**src/rtl/serial_add_pkg.sv**
```systemverilog
// Shared types and defaults for the bit-serial add/subtract controller.
package serial_add_pkg;

    localparam int SA_WIDTH = 8;

    typedef enum logic [1:0] {
        IDLE = 2'd0,
        ADD  = 2'd1,
        DONE = 2'd2
    } sa_state_e;

endpackage

```
**src/rtl/serial_add_ctrl_if.sv**
```systemverilog
// Request/response bundle between a requesting FSM (master) and serial_add_ctrl (slave).
interface serial_add_ctrl_if
    import serial_add_pkg::*;
#(
    parameter int WIDTH = SA_WIDTH
);

    // start is sampled only while the controller is idle (busy=0, done=0); a start at any
    // other time is dropped. busy stays high while bits are processed, and done pulses for
    // one cycle with sum/c_out/ovf valid. The results hold until the next completion.
    logic             start;
    logic             sub;
    logic [WIDTH-1:0] a;
    logic [WIDTH-1:0] b;
    logic             c_in;
    logic             busy;
    logic             done;
    logic [WIDTH-1:0] sum;
    logic             c_out;
    logic             ovf;
    sa_state_e        dbg_state;

    modport master (
        output start, sub, a, b, c_in,
        input  busy, done, sum, c_out, ovf, dbg_state
    );

    modport slave (
        input  start, sub, a, b, c_in,
        output busy, done, sum, c_out, ovf, dbg_state
    );

endinterface

```
**src/rtl/serial_add_ctrl_adder.sv**
```systemverilog
// The team's 1-bit full adder; the only combinational arithmetic in the serial adder.
module adder (
    input  logic a,
    input  logic b,
    input  logic c_in,
    output logic o,
    output logic c_out
);

    assign o     = a ^ b ^ c_in;
    assign c_out = (a & b) | (c_in & (a ^ b));

endmodule

```
**src/rtl/serial_add_ctrl.sv**
```systemverilog
// Bit-serial add/subtract: one bit per clock, LSB first, carry held in a flop between bits.
module serial_add_ctrl
    import serial_add_pkg::*;
#(
    parameter int WIDTH = SA_WIDTH
) (
    input  logic               clk,
    input  logic               rst_n,
    serial_add_ctrl_if.slave   bus
);

    localparam int CW = $clog2(WIDTH);
    localparam logic [CW-1:0] CNT_LAST = CW'(WIDTH - 1);

    sa_state_e        state_q, state_d;
    logic [CW-1:0]    cnt_q, cnt_d;
    logic [WIDTH-1:0] a_sh_q, a_sh_d;
    logic [WIDTH-1:0] b_sh_q, b_sh_d;
    logic [WIDTH-2:0] res_sh_q, res_sh_d;
    logic             carry_q, carry_d;
    logic [WIDTH-1:0] sum_q, sum_d;
    logic             c_out_q, c_out_d;
    logic             ovf_q, ovf_d;

    logic             fa_o;
    logic             fa_c;
    logic [WIDTH-1:0] res_next;

    adder u_fa (
        .a     (a_sh_q[0]),
        .b     (b_sh_q[0]),
        .c_in  (carry_q),
        .o     (fa_o),
        .c_out (fa_c)
    );

    // The newest bit lands in the MSB; after WIDTH shifts the first bit sits at bit 0.
    // Only WIDTH-1 bits need storing because the final bit comes straight from the adder.
    assign res_next = {fa_o, res_sh_q};

    always_comb begin
        state_d  = state_q;
        cnt_d    = cnt_q;
        a_sh_d   = a_sh_q;
        b_sh_d   = b_sh_q;
        res_sh_d = res_sh_q;
        carry_d  = carry_q;
        sum_d    = sum_q;
        c_out_d  = c_out_q;
        ovf_d    = ovf_q;

        case (state_q)
            IDLE: begin
                if (bus.start) begin
                    state_d = ADD;
                    a_sh_d  = bus.a;
                    b_sh_d  = bus.sub ? ~bus.b : bus.b;
                    carry_d = bus.sub ? 1'b1 : bus.c_in;
                    cnt_d   = '0;
                end
            end
            ADD: begin
                res_sh_d = res_next[WIDTH-1:1];
                a_sh_d   = a_sh_q >> 1;
                b_sh_d   = b_sh_q >> 1;
                carry_d  = fa_c;
                if (cnt_q == CNT_LAST) begin
                    // Counter holds at its terminal value so it never wraps.
                    state_d = DONE;
                    sum_d   = res_next;
                    c_out_d = fa_c;
                    ovf_d   = carry_q ^ fa_c;
                end else begin
                    cnt_d = cnt_q + 1'b1;
                end
            end
            DONE: begin
                state_d = IDLE;
            end
            default: begin
                state_d = IDLE;
            end
        endcase
    end

    always_ff @(posedge clk) begin
        if (!rst_n) begin
            state_q  <= IDLE;
            cnt_q    <= '0;
            a_sh_q   <= '0;
            b_sh_q   <= '0;
            res_sh_q <= '0;
            carry_q  <= 1'b0;
            sum_q    <= '0;
            c_out_q  <= 1'b0;
            ovf_q    <= 1'b0;
        end else begin
            state_q  <= state_d;
            cnt_q    <= cnt_d;
            a_sh_q   <= a_sh_d;
            b_sh_q   <= b_sh_d;
            res_sh_q <= res_sh_d;
            carry_q  <= carry_d;
            sum_q    <= sum_d;
            c_out_q  <= c_out_d;
            ovf_q    <= ovf_d;
        end
    end

    assign bus.busy      = (state_q == ADD);
    assign bus.done      = (state_q == DONE);
    assign bus.sum       = sum_q;
    assign bus.c_out     = c_out_q;
    assign bus.ovf       = ovf_q;
    assign bus.dbg_state = state_q;

endmodule

```
**src/flat_wrapper.sv**
```systemverilog
// flat-port wrapper written by rule: the top's interface ports become plain ports
module serial_add_ctrl_flat import serial_add_pkg::*;
#(
    parameter int WIDTH = SA_WIDTH
)
  (clk, rst_n, bus_start, bus_sub, bus_a, bus_b, bus_c_in, bus_busy, bus_done, bus_sum, bus_c_out, bus_ovf, bus_dbg_state);
  serial_add_ctrl_if #(.WIDTH(WIDTH)) bus_i ();
  input  logic clk;
  input  logic rst_n;
  input wire logic [$bits(bus_i.start)-1:0] bus_start;
  input wire logic [$bits(bus_i.sub)-1:0] bus_sub;
  input wire logic [$bits(bus_i.a)-1:0] bus_a;
  input wire logic [$bits(bus_i.b)-1:0] bus_b;
  input wire logic [$bits(bus_i.c_in)-1:0] bus_c_in;
  output wire logic [$bits(bus_i.busy)-1:0] bus_busy;
  output wire logic [$bits(bus_i.done)-1:0] bus_done;
  output wire logic [$bits(bus_i.sum)-1:0] bus_sum;
  output wire logic [$bits(bus_i.c_out)-1:0] bus_c_out;
  output wire logic [$bits(bus_i.ovf)-1:0] bus_ovf;
  output wire logic [$bits(bus_i.dbg_state)-1:0] bus_dbg_state;
  assign bus_i.start = bus_start;
  assign bus_i.sub = bus_sub;
  assign bus_i.a = bus_a;
  assign bus_i.b = bus_b;
  assign bus_i.c_in = bus_c_in;
  assign bus_busy = bus_i.busy;
  assign bus_done = bus_i.done;
  assign bus_sum = bus_i.sum;
  assign bus_c_out = bus_i.c_out;
  assign bus_ovf = bus_i.ovf;
  assign bus_dbg_state = bus_i.dbg_state;
  serial_add_ctrl #(.WIDTH(WIDTH)) u_core (.clk(clk), .rst_n(rst_n), .bus(bus_i));
endmodule
```
**config.mk**
```make
export PLATFORM = sky130hd
export DESIGN_NAME = serial_add_ctrl_flat
export DESIGN_NICKNAME = d
export VERILOG_FILES = /design/src/rtl/serial_add_pkg.sv /design/src/rtl/serial_add_ctrl_if.sv /design/src/rtl/serial_add_ctrl_adder.sv /design/src/rtl/serial_add_ctrl.sv /design/src/flat_wrapper.sv
export SDC_FILE = /design/constraint.sdc
export NUM_CORES = 1
export LEC_CHECK = 0
export CAP_MARGIN = 20
export CORE_MARGIN = 5
export CORE_UTILIZATION = 52
export CTS_BUF_LIST = sky130_fd_sc_hd__clkbuf_4
export DETAILED_ROUTE_END_ITERATION = 16
export GPL_ROUTABILITY_DRIVEN = 0
export PLACE_DENSITY_LB_ADDON = 0.3
export SLEW_MARGIN = 20
export SYNTH_ARGS = -nofsm -noshare
export SYNTH_HDL_FRONTEND = slang
export SYNTH_HIERARCHICAL = 1
export SYNTH_SLANG_ARGS = --single-unit
```
**constraint.sdc**
```tcl
create_clock -name clk -period 1.5 [get_ports clk]
set_input_delay 0.3 -clock clk [delete_from_list [all_inputs] [get_ports clk]]
set_output_delay 0.3 -clock clk [all_outputs]
set_load 0.005 [all_outputs]
```
# --- After elaboration in Yosys (flattened, before gate mapping) ---
# Cells that the tools add are included.
totals:
  regBits: 39
  wordCells: 43
op_classes:
  addsub: 1
  n_eq_ne: 6
  muxes: 14
  bitwise: 7
  reduce_logical: 6
op_table:
  columns: ["operator", "count"]
  rows:
  - ["$pmux 8 s2", 2]
  - ["$mux 8", 3]
  - ["$not 8->8", 1]
  - ["$mux 3", 2]
  - ["$pmux 3 s2", 1]
  - ["$reduce_and 2->1", 3]
  - ["$mux 2", 2]
  - ["$ne 2x2->1 const B", 2]
  - ["$pmux 2 s2", 1]
  - ["$add 3x1->3 const B", 1]
  - ["$eq 3x3->1 const B", 1]
  - ["$reduce_and 3->1", 1]
  - ["$xor 1x1->1", 3]
  - ["$and 1x1->1", 2]
  - ["$eq 2x1->1 const B", 1]
  - ["$eq 2x2->1 const B", 1]
  - ["$logic_not 2->1", 1]
  - ["$mux 1", 2]
  - ["$ne 2x1->1 const B", 1]
  - ["$pmux 1 s2", 1]
  - ["$reduce_bool 2->1", 1]
  - ["$or 1x1->1", 1]

# --- Logic depth before layout (Yosys ltp) ---
# Gate-level depths: netlist (run 1).
logic_depth:
  word_depth: 4
  ltp_mapped: 7
  mapped_depth_nobuf: 5

# --- By module ---
# Netlist (run 1), hierarchy kept.
by_module_without_submodules:
  columns: ["mod", "instances", "cells_per_inst", "area_each_um2"]
  rows:
  - ["serial_add_ctrl", 1, 191, 1655.3]
  - ["adder", 1, 1, 20.0]

# --- Worst setup path before layout (run 1) ---
# Ideal clock, no wire load.
synth_path:
  path_kind: "flip-flop to flip-flop"
  from: "register u_core.state_q[1], in the netlist u_core/bus.dbg_state[1]"
  to: "register u_core.b_sh_q[6]"
  arrival_time_ps: 1230
  required_ps: 1378
  path_slack_ps: 148
  path_stages_with_launch: 7
  n_path_buf: 2
  synth_period_minus_slack_ps: 1352
  cell_sequence: "dfxtp_1 -> nand2b_1 -> buf_6 -> inv_4 -> and2_4 -> buf_6 -> a221o_1"
synth_between:
  elab_chain_len: 3
  elab_cells_between_ends: 6
  classes_between: "eq/ne: 2; mux: 1; reduce/logical: 3"
synth_lines:
  columns: ["item", "line_no", "rtl"]
  rows:
  - ["from (decl)", "serial_add_ctrl.sv:15", "sa_state_e state_q, state_d;"]
  - ["from (signal assigned)", "serial_add_ctrl.sv:98", "state_q <= state_d;"]
  - ["$eq 2x1->1 / $logic_not 2->1 (equally long branches)", "serial_add_ctrl.sv:52", "case (state_q)"]
  - ["$reduce_bool 2->1 (no line) / $ne 2x2->1 (equally long branches)", null, null]
  - ["$reduce_and 2->1 (no line)", null, null]
  - ["to (signal assigned)", "serial_add_ctrl.sv:101", "b_sh_q <= b_sh_d;"]
  - ["to (decl)", "serial_add_ctrl.sv:18", "logic [WIDTH-1:0] b_sh_q, b_sh_d;"]
# Several ways; a longest one is shown, not always the timed one.
# A chain may end at the register's enable or synchronous reset.

# --- Worst setup path after layout (run 1) ---
layout_path:
  from: "register u_core.cnt_q[0]"
  to: "register u_core.state_q[1], in the netlist u_core/bus.dbg_state[1]"
layout_between:
  elab_chain_len: 3
layout_lines:
  columns: ["item", "line_no", "rtl"]
  rows:
  - ["from (decl)", "serial_add_ctrl.sv:16", "logic [CW-1:0] cnt_q, cnt_d;"]
  - ["from (signal assigned)", "serial_add_ctrl.sv:99", "cnt_q <= cnt_d;"]
  - ["$eq 3x3->1", "serial_add_ctrl.sv:67", "if (cnt_q == CNT_LAST) begin"]
  - ["$ne 2x1->1 (no line)", null, null]
  - ["$reduce_and 2->1 (no line)", null, null]
# No other way between the ends.

==> impl_metrics.ini, run 1 <==
[floorplanning]
coreArea_um2 = 3080
ios = 35
rows = 20
start_util_pct = 54.4
dieArea_um2 = 4460
fp.dieH_um = 66.8
die_w_um = 66.8

[placement]
dp_hpwl_um = 2660
io_buffers = 34
post_dp_cell_area_um2 = 2080

[sta]
finalHoldViolations = 0
skew_ns = 0.0105
fin_hold_ws_ns = 0.464
finalCritPeriodShare_pct = 97.1
fin_crit_ns = 1.46
relSlewSlack_pct = 77.3
rsz0062_at_grt = no
fmax_mhz = 686
slew_violations = 0
tightestPinTransition_ns = 0.339
setup_viol = 0

[yosys]
yosys.area.top_type = dfxtp_1
synth_top_area_share_pct = 46.6
synth-compound-area-share_pct = 20.8
synth_fp_nets = 216
synthCells = 192
synthAdderAreaFrac_pct = 2.69
synthTopCellsByCount = 55 x nand2_1, 39 x dfxtp_1, 18 x a21boi_0
synth_edf_count = 0
synth_area_leaders = dfxtp_1 47%, nand2_1 12%, a21boi_0 8.1%
yosys.area_share.simple_pct = 20.2
ys_seq_area_share_pct = 46.6
synth_top_family_by_area = compound AO/OA/AOI/OAI gates
yosys-mux-area-fraction_pct = 0
synth_flop_cell = dfxtp_1
syn_avg_cell_area_um2 = 8.73
yosysWarnings = 6
syn_area_um2 = 1680
async_flop_share_pct = 0
yosysUniqueCellTypes = 30
synth.most_common_cell = nand2_1
ys_ff_latch = 39
synth-xor-area-share_pct = 4.71

[min_path]
worstHoldStart = u_core/res_sh_q[0]
hold_end = u_core/bus.sum[0]
min_path_type = reg2reg
hold_depth = 2

[global_route]
grt_pass1_wl_um = 6100
gr-usage-all-layers_pct = 18.3
grt_start_max_net_pins = 27
grt.overflow.total = 0
antenna_found_initial = 0
grt_pass1_vias = 1402

[setup_path]
critical_path_class = reg2reg
cp-end-kind = flop
timing.reg2reg.setup_slack_ns = 0.04
critPathArrivalTime_ns = 1.70
r2r-start = u_core/cnt_q[0]
cp_max_fo = 6
reg2regPathDepth = 5
cp-start-kind = flop
critPathRequiredTime_ns = 1.74
rr_endpoint = u_core/bus.dbg_state[1]

[detailed_routing]
wl_um = 3680
drc = 0
vias_per_cell = 5.14
drt_iter0_markers = 90
wl_per_cell_um = 13.1
drtAntennaViolNets = 0
vias = 1444
drtPass1Iterations = 4

[final_layout]
syn_to_final_growth_pct = 34.7
final_cell_area_um2 = 2260
nNetsFinal = 260
fillCellCount = 241
diodes = 0
drive_above_1_share_pct = 19.4

[clock_network]
ctsHoldBuffers = 0
clk_latency_ns = 0.34
root_buffer = clkbuf_4
cts_tree = built
path_clk_slew_ns = 0.12
htree_levels = 2
clock-sinks = 39
clk_path_buf_depth = 2
cts_buffers = 5

[power]
leakage_nw = 1.02
finalPower_w = 0.00209
peakVddDrop_mv = 0.909
p_per_area_nw_per_um2 = 926

[status]
status = finished, final reports clean

[job]
cap_violations = 0
cell families after synthesis:
| family | Yosys count |
|---|---|
| AOI/OAI and AO/OA | 48 |
| xor gates and xnor gates | 9 |
| adders and majority gates | 3 |
| buffers and inverters | 16 |
| DFF | 39 |
| and+or+nand+nor | 77 |
area by class of cell:
class                           count  area [um2]  share of cell area (%)
Multi-Input combinational cell    138         832                    36.9
Sequential cell                    39         796                    35.3
Timing Repair Buffer               50         482                    21.4
Tap cell                           44        55.1                    2.44
Clock inverter                      3        43.8                    1.94
Clock buffer                        5        37.5                    1.66
Inverter                            2        10.0                   0.444
layer usage:
| layer | GRT usage, % | vias to the layer above | part of all wire (%) |
|---|---|---|---|
| met1 | 20.2 | 665 | 42 |
| met5 | 0 | - | 0 |
| met2 | 32.8 | 31 | 52 |
| met3 | 4.22 | 6 | 4.5 |
| li1 | - | 742 | - |
| met4 | 8.38 | 0 | 2.0 |
metrics by stage:
step | worst slack, ns | setup TNS, ns | instances | util (%)
global route | 0.00107 | 0 | 281 | 73.3
finish | 0.0433 | 0 | 281 | 73.3
detailed placement | -0.347 | -3.72 | 265 | 67.4
floorplan | 0.148 | 0 | 192 | -
global placement | -0.221 | -2.20 | 265 | 67.4
CTS | 0.00140 | 0 | 275 | 71.1
cell usage in the layout, fill, tap and decap left out, drive strengths merged:
master         netlist  layout
nand2               55      55
dfxtp               39      39
clkdlybuf4s50        0      20
a21boi              18      18
buf                  8      17
o21ai               10      10
dlymetal6s2s         0       8
xnor2                8       8
nor2                 8       8
a31oi                7       7
a221o                7       7
clkbuf               6       6
dlygate4sd2          0       4
nand2b               4       4
o22ai                3       3
and2                 3       3
ha                   2       2
clkinv               0       2
and3b                1       2
inv                  2       2
bufinv               0       1
nand3b               1       1
or3b                 1       1
o21ba                1       1
nor3b                1       1
nand3                1       1
xor2                 1       1
nor2b                1       1
a32o                 1       1
o211a                1       1
nand4bb              1       1
fa                   1       1
worst max-delay path, cell delays in order, from the launching register on:
cell	delay [ns]
dfxtp_1	0.34
ha_1	0.20
ha_1	0.24
and3b_2	0.28
buf_4	0.15
and2_1	0.15
worst max-delay path by stage:
stage,from,end,slack [ns],cells past startpoint
after global placement,bus_start,u_core/cnt_q[1],-0.22,4
after global routing,u_core/cnt_q[0],u_core/bus.dbg_state[1],0.001,5
after CTS,u_core/bus.sum[2],bus_sum[2],0.001,1
final,u_core/cnt_q[0],u_core/bus.dbg_state[1],0.04,5
after detailed placement,bus_start,u_core/carry_q,-0.35,5
after floorplan,u_core/bus.dbg_state[1],u_core/b_sh_q[6],0.15,6
power breakdown:
part	internal, W	switching (W)	total, W
registers	0.00108	0.0000300	0.00111
logic	0.000153	0.000130	0.000283
clock network	0.000351	0.000342	0.000693
what timing repair did:
| action | 4_1_cts | 5_1_grt |
|---|---|---|
| pin swaps | 0 | 2 |
| setup endpoints to repair | 14 | 11 |
| cloned | 0 | 1 |
| gates resized for setup | 24 | 13 |
| buffers inserted | 2 | 5 |
state kept, by name (all words and copies together), names as in the netlist:
register	count
u_core/a_sh_q	8
u_core/b_sh_q	8
u_core/bus.c_out	1
u_core/bus.dbg_state	2
u_core/bus.ovf	1
u_core/bus.sum	8
u_core/carry_q	1
u_core/cnt_q	3
u_core/res_sh_q	7
Note: power is estimated with default switching activity, not from simulation.
==> run 2, diff against run 1 <==
==> constraint.sdc (replaced) <==
create_clock -name clk -period 1.5 [get_ports clk]
set_input_delay 0.3 -clock clk [delete_from_list [all_inputs] [get_ports clk]]
set_output_delay 0.3 -clock clk [all_outputs]
set_load 0.01 [all_outputs]
==> impl_metrics.ini, run 2 (synthesis results as in run 1) <==
[setup_path]
reg2regPathDepth = 4
timing.reg2reg.setup_slack_ns = 0.05
critPathArrivalTime_ns = 1.70
r2r-start = u_core/bus.dbg_state[0]
cp-end-kind = flop
cp-startpoint = u_core/bus.dbg_state[0]
critPathRequiredTime_ns = 1.74
cp-start-kind = flop
cp_max_fo = 11
crit_chain = buf_4, or3b_2, o21ai_1, o22ai_1
max_stage_delay_ns = 0.46
slowest_stage = or3b_2
rr_endpoint = u_core/cnt_q[1]
critical_path_class = reg2reg

[power]
intPower_w = 0.00175
p_per_area_nw_per_um2 = 1040
power_frac_seq_pct = 49.1
p_switching_w = 0.000521
p_sw_share_pct = 22.9
clkPwrFrac_pct = 38.5
leakage_nw = 0.870
peakVddDrop_mv = 0.721
comb_power_share_pct = 12.4
finalPower_w = 0.00227

[final_layout]
final_util_pct = 71.1
layout_common_cells = 55 x nand2_1, 37 x dfxtp_1, 20 x clkdlybuf4s50_1
diodes = 0
final_cell_area_um2 = 2190
syn_to_final_growth_pct = 30.6
drive_above_1_share_pct = 13.0
layout_commonest_cell = nand2_1
nNetsFinal = 254

[global_route]
grt_start_max_net_pins = 27
grt_pass1_wl_um = 6150
use_met3_pct = 6.24
gr-usage-all-layers_pct = 18.2
top_usage_layer = met2
grt_pass1_vias = 1421
met2_usage_pct = 30.0
grt_util_met1_pct = 21.1
grt.overflow.total = 0
antenna_found_initial = 0

[min_path]
hold_end = u_core/bus.sum[2]
hold_depth = 2
min_path_type = reg2reg
worstHoldStart = u_core/bus.sum[2]

[sta]
setup_viol = 0
finalCritPeriodShare_pct = 96.7
fin_crit_ns = 1.45
rsz0062_at_grt = no
fmax_mhz = 689
setup-tns-final_ns = 0
finalHoldViolations = 0
relSlewSlack_pct = 75.8
skew_ns = 0.0133
slew_violations = 0
tightestPinTransition_ns = 0.362

[placement]
dp_hpwl_um = 2650
io_buffers = 34
post_dp_cell_area_um2 = 2080

[clock_network]
cts_buffers = 5
clk_path_buf_depth = 2
path_clk_slew_ns = 0.12
htree_levels = 2
clock-sinks = 39
clk_latency_ns = 0.36
cts_tree = built
root_buffer = clkbuf_4

[detailed_routing]
drtPass1Iterations = 4
wl_um = 3760
drtAntennaViolNets = 0
drt_iter0_markers = 65
vias = 1443
vias_per_cell = 5.25
wl_per_cell_um = 13.7
drc = 0

[floorplanning]
rows = 20
die_w_um = 66.8
start_util_pct = 54.4
coreArea_um2 = 3080
fp.dieH_um = 66.8
ios = 35
dieArea_um2 = 4460

[job]
cap_violations = 0

[status]
status = finished, final reports clean
## run 2: cell count changes in the layout (fill, tap and decap cells not counted), moves of 5 or more
cell	previous run	this run
dfxtp_1	27	37
dlygate4sd2_1	4	11
buf_4	14	9
dlymetal6s2s_1	8	0
dfxtp_2	12	2
## run 2: metal layers
layer | wire length (um) | part of all wire [%] | vias to the layer above
li1 | - | - | 729
met1 | 1640 | 44 | 673
met2 | 1870 | 50 | 33
met3 | 179 | 4.8 | 8
met4 | 65 | 1.7 | 0
met5 | 0 | 0 | -
## run 2: area by class of cell
type	count	area [um2]
multi-input cells	138	831
clock buffers	5	37.5
well taps	44	55.1
clock inverters	3	67.6
repair buffers	44	404
fillers	238	890
flip-flops and latches	39	783
inverters	2	10.0
## run 2: worst max path at each step
stage          slack (ns)  cells past startpoint          endpoint
6_report             0.05                      4   u_core/cnt_q[1]
2_1_floorplan        0.11                      6  u_core/b_sh_q[6]
4_1_cts             0.006                      2  bus_dbg_state[0]
5_1_grt             0.001                      3          bus_done
3_3_place_gp        -0.22                      4   u_core/cnt_q[1]
3_5_place_dp        -0.32                      5    u_core/carry_q
## run 2: what timing repair did
item	in CTS	in global routing
gates resized for setup	22	5
hold buffers	0	0
pin swaps	0	2
setup buffers	0	1
endpoints found under the setup margin	23	14
gates cloned	0	1
## run 2: stage by stage
stage / cells / setup WS [ns] / hold slack, ns
after floorplan: 192 / 0.107 / 0.441
after global placement: 265 / -0.222 / 0.450
after detailed placement: 265 / -0.315 / 0.458
after CTS: 273 / 0.00557 / 0.472
after global routing: 275 / 0.00122 / 0.463
final: 275 / 0.0490 / 0.467
## run 2: power groups by stage
stage	Clock [W]	Combinational, W	Sequential, W
after floorplan	0	0.000173	0.00113
after global placement	0	0.000269	0.00113
after detailed placement	0	0.000279	0.00114
after CTS	0.000895	0.000279	0.00111
after global routing	0.000938	0.000312	0.00112
final	0.000875	0.000282	0.00111
## run 2: critical path: cells and delay by family (launching register included)
family / cells / cell delay [ns]
buffers and inverters: 1 / 0.17
AOI/OAI and AO/OA: 2 / 0.35
DFF: 1 / 0.36
and+or+nand+nor: 1 / 0.46
==> run 3, diff against run 2 <==
--- a/config.mk
+++ b/config.mk
@@ -6,12 +6,14 @@
 export NUM_CORES = 1
 export LEC_CHECK = 0
 export CAP_MARGIN = 20
+export CORE_ASPECT_RATIO = 1.25
 export CORE_MARGIN = 5
 export CORE_UTILIZATION = 52
 export CTS_BUF_LIST = sky130_fd_sc_hd__clkbuf_4
 export DETAILED_ROUTE_END_ITERATION = 16
 export GPL_ROUTABILITY_DRIVEN = 0
 export PLACE_DENSITY_LB_ADDON = 0.3
+export RECOVER_POWER = 25
 export SLEW_MARGIN = 20
 export SYNTH_ARGS = -nofsm -noshare
 export SYNTH_HDL_FRONTEND = slang
==> impl_metrics.ini, run 3 (synthesis results as in run 1) <==
[detailed_routing]
vias = 1424
drtAntennaViolNets = 0
drc = 0
drt_iter0_markers = 61
drtPass1Iterations = 4
wl_um = 3690
vias_per_cell = 5.27
wl_per_cell_um = 13.7

[placement]
post_dp_cell_area_um2 = 2060
io_buffers = 34
dp_hpwl_um = 2580

[clock_network]
ctsHoldBuffers = 0
clock-sinks = 39
htree_levels = 2
clk_path_buf_depth = 2
cts_buffers = 5
root_buffer = clkbuf_4
clk_latency_ns = 0.34
path_clk_slew_ns = 0.12
cts_tree = built

[sta]
relSlewSlack_pct = 78.9
skew_ns = 0.00797
slew_violations = 0
finalHoldViolations = 0
fin_crit_ns = 1.43
setup_viol = 0
tightestPinTransition_ns = 0.314
fmax_mhz = 698
fin_hold_ws_ns = 0.467
finalCritPeriodShare_pct = 95.5

[final_layout]
fillCellCount = 282
drive_above_1_share_pct = 13.3
nNetsFinal = 256
diodes = 0
seq_area_um2 = 783
syn_to_final_growth_pct = 28.3
final_cell_area_um2 = 2150
multi_input_area_um2 = 832
layout_commonest_cell = nand2_1
layout_common_cells = 55 x nand2_1, 37 x dfxtp_1, 20 x clkdlybuf4s50_1

[floorplanning]
dieArea_um2 = 4460
coreArea_um2 = 3170
rows = 23
die_w_um = 60.8
fp.dieH_um = 73.5
start_util_pct = 52.9
ios = 35

[power]
p_switching_w = 0.000495
intPower_w = 0.00157
power_frac_seq_pct = 53.9
leakage_nw = 0.865
peakVddDrop_mv = 0.692
p_per_area_nw_per_um2 = 961
comb_power_share_pct = 13.2
p_sw_share_pct = 24.0
clkPwrFrac_pct = 32.9

[setup_path]
critPathRequiredTime_ns = 1.20
critPathArrivalTime_ns = 1.13
critPathTopFamily = flip-flops
cp-start-kind = flop
crit_buf_inv = 2
slowest_stage = dfxtp_2
crit_chain = nand2b_4, inv_4, clkdlybuf4s15_1
cp-end-kind = output pin
max_stage_delay_ns = 0.35
critical_path_class = reg2out
cp_max_fo = 3

[global_route]
met2_usage_pct = 30.0
grt_util_met1_pct = 20.8
use_met3_pct = 4.75
top_usage_layer = met2
grt.overflow.total = 0
gr-usage-all-layers_pct = 17.7
grt_pass1_vias = 1380
grt_pass1_wl_um = 6000
antenna_found_initial = 0
grt_start_max_net_pins = 21

[min_path]
min_path_type = reg2reg

[job]
cap_violations = 0

[status]
status = finished, final reports clean
run 3: changes by cell type in the layout (fill, tap and decap cells not counted), sizes merged:
cell and delta:
bufinv -1, clkbuf +2, clkinv +2, clkinvlp -1
run 3: what timing repair did:
| item | CTS | global route |
|---|---|---|
| gates cloned | 0 | 1 |
| pin swaps | 0 | 2 |
| setup buffers | 0 | 2 |
| endpoints found under the setup margin | 15 | 19 |
| endpoints found under the hold margin | 0 | 0 |
| gates resized for setup | 20 | 8 |
run 3: power groups by stage:
stage          Sequential (W)  Combinational [W]  Clock, W
6_report              0.00111           0.000273  0.000679
5_1_grt               0.00112           0.000302  0.000749
4_1_cts               0.00111           0.000273  0.000703
3_5_place_dp          0.00113           0.000274         0
3_3_place_gp          0.00113           0.000264         0
2_1_floorplan         0.00113           0.000173         0
run 3: through the flow:
step | setup slack (ns) | setup TNS, ns | utilization, % | total power, W | instances
finish | 0.0668 | 0 | 67.9 | 0.00207 | 270
global route | -0.0226 | -0.0325 | 67.9 | 0.00217 | 270
CTS | -0.0110 | -0.0110 | 67.2 | 0.00209 | 267
detailed placement | -0.274 | -3.49 | 65.1 | 0.00141 | 259
global placement | -0.199 | -2.55 | 65.1 | 0.00140 | 259
floorplan | 0.107 | 0 | - | 0.00130 | 192
run 3: routing by layer:
metal / share of wire [%] / vias up
met5: 0 / -
met4: 1.8 / 0
met3: 5.7 / 7
met2: 49 / 39
met1: 43 / 649
li1: - / 729
run 3: final cells by class:
cell class              count  area share [%]
multi-input cells         138            38.7
clock inverters             3            1.80
inverters                   2           0.466
clock buffers               5            1.75
well taps                  37            2.15
repair buffers             46            18.7
flip-flops and latches     39            36.4
run 3: final timing paths:
path,startpoint,to,slack [ns],cells after the start
worst max register to register,u_core/bus.dbg_state[1],u_core/cnt_q[0],0.07,4
worst min register to register,u_core/bus.sum[2],u_core/bus.sum[2],0.47,2
worst max-delay path,u_core/bus.dbg_state[1],bus_busy,0.07,3
worst min-delay path,u_core/bus.sum[2],u_core/bus.sum[2],0.47,2
run 3: worst reg2reg max path: stages (launching register included):
cell and delay, ns:
dfxtp_2 0.35, buf_4 0.16, or3b_2 0.48, o21ai_1 0.18
o22ai_1 0.15
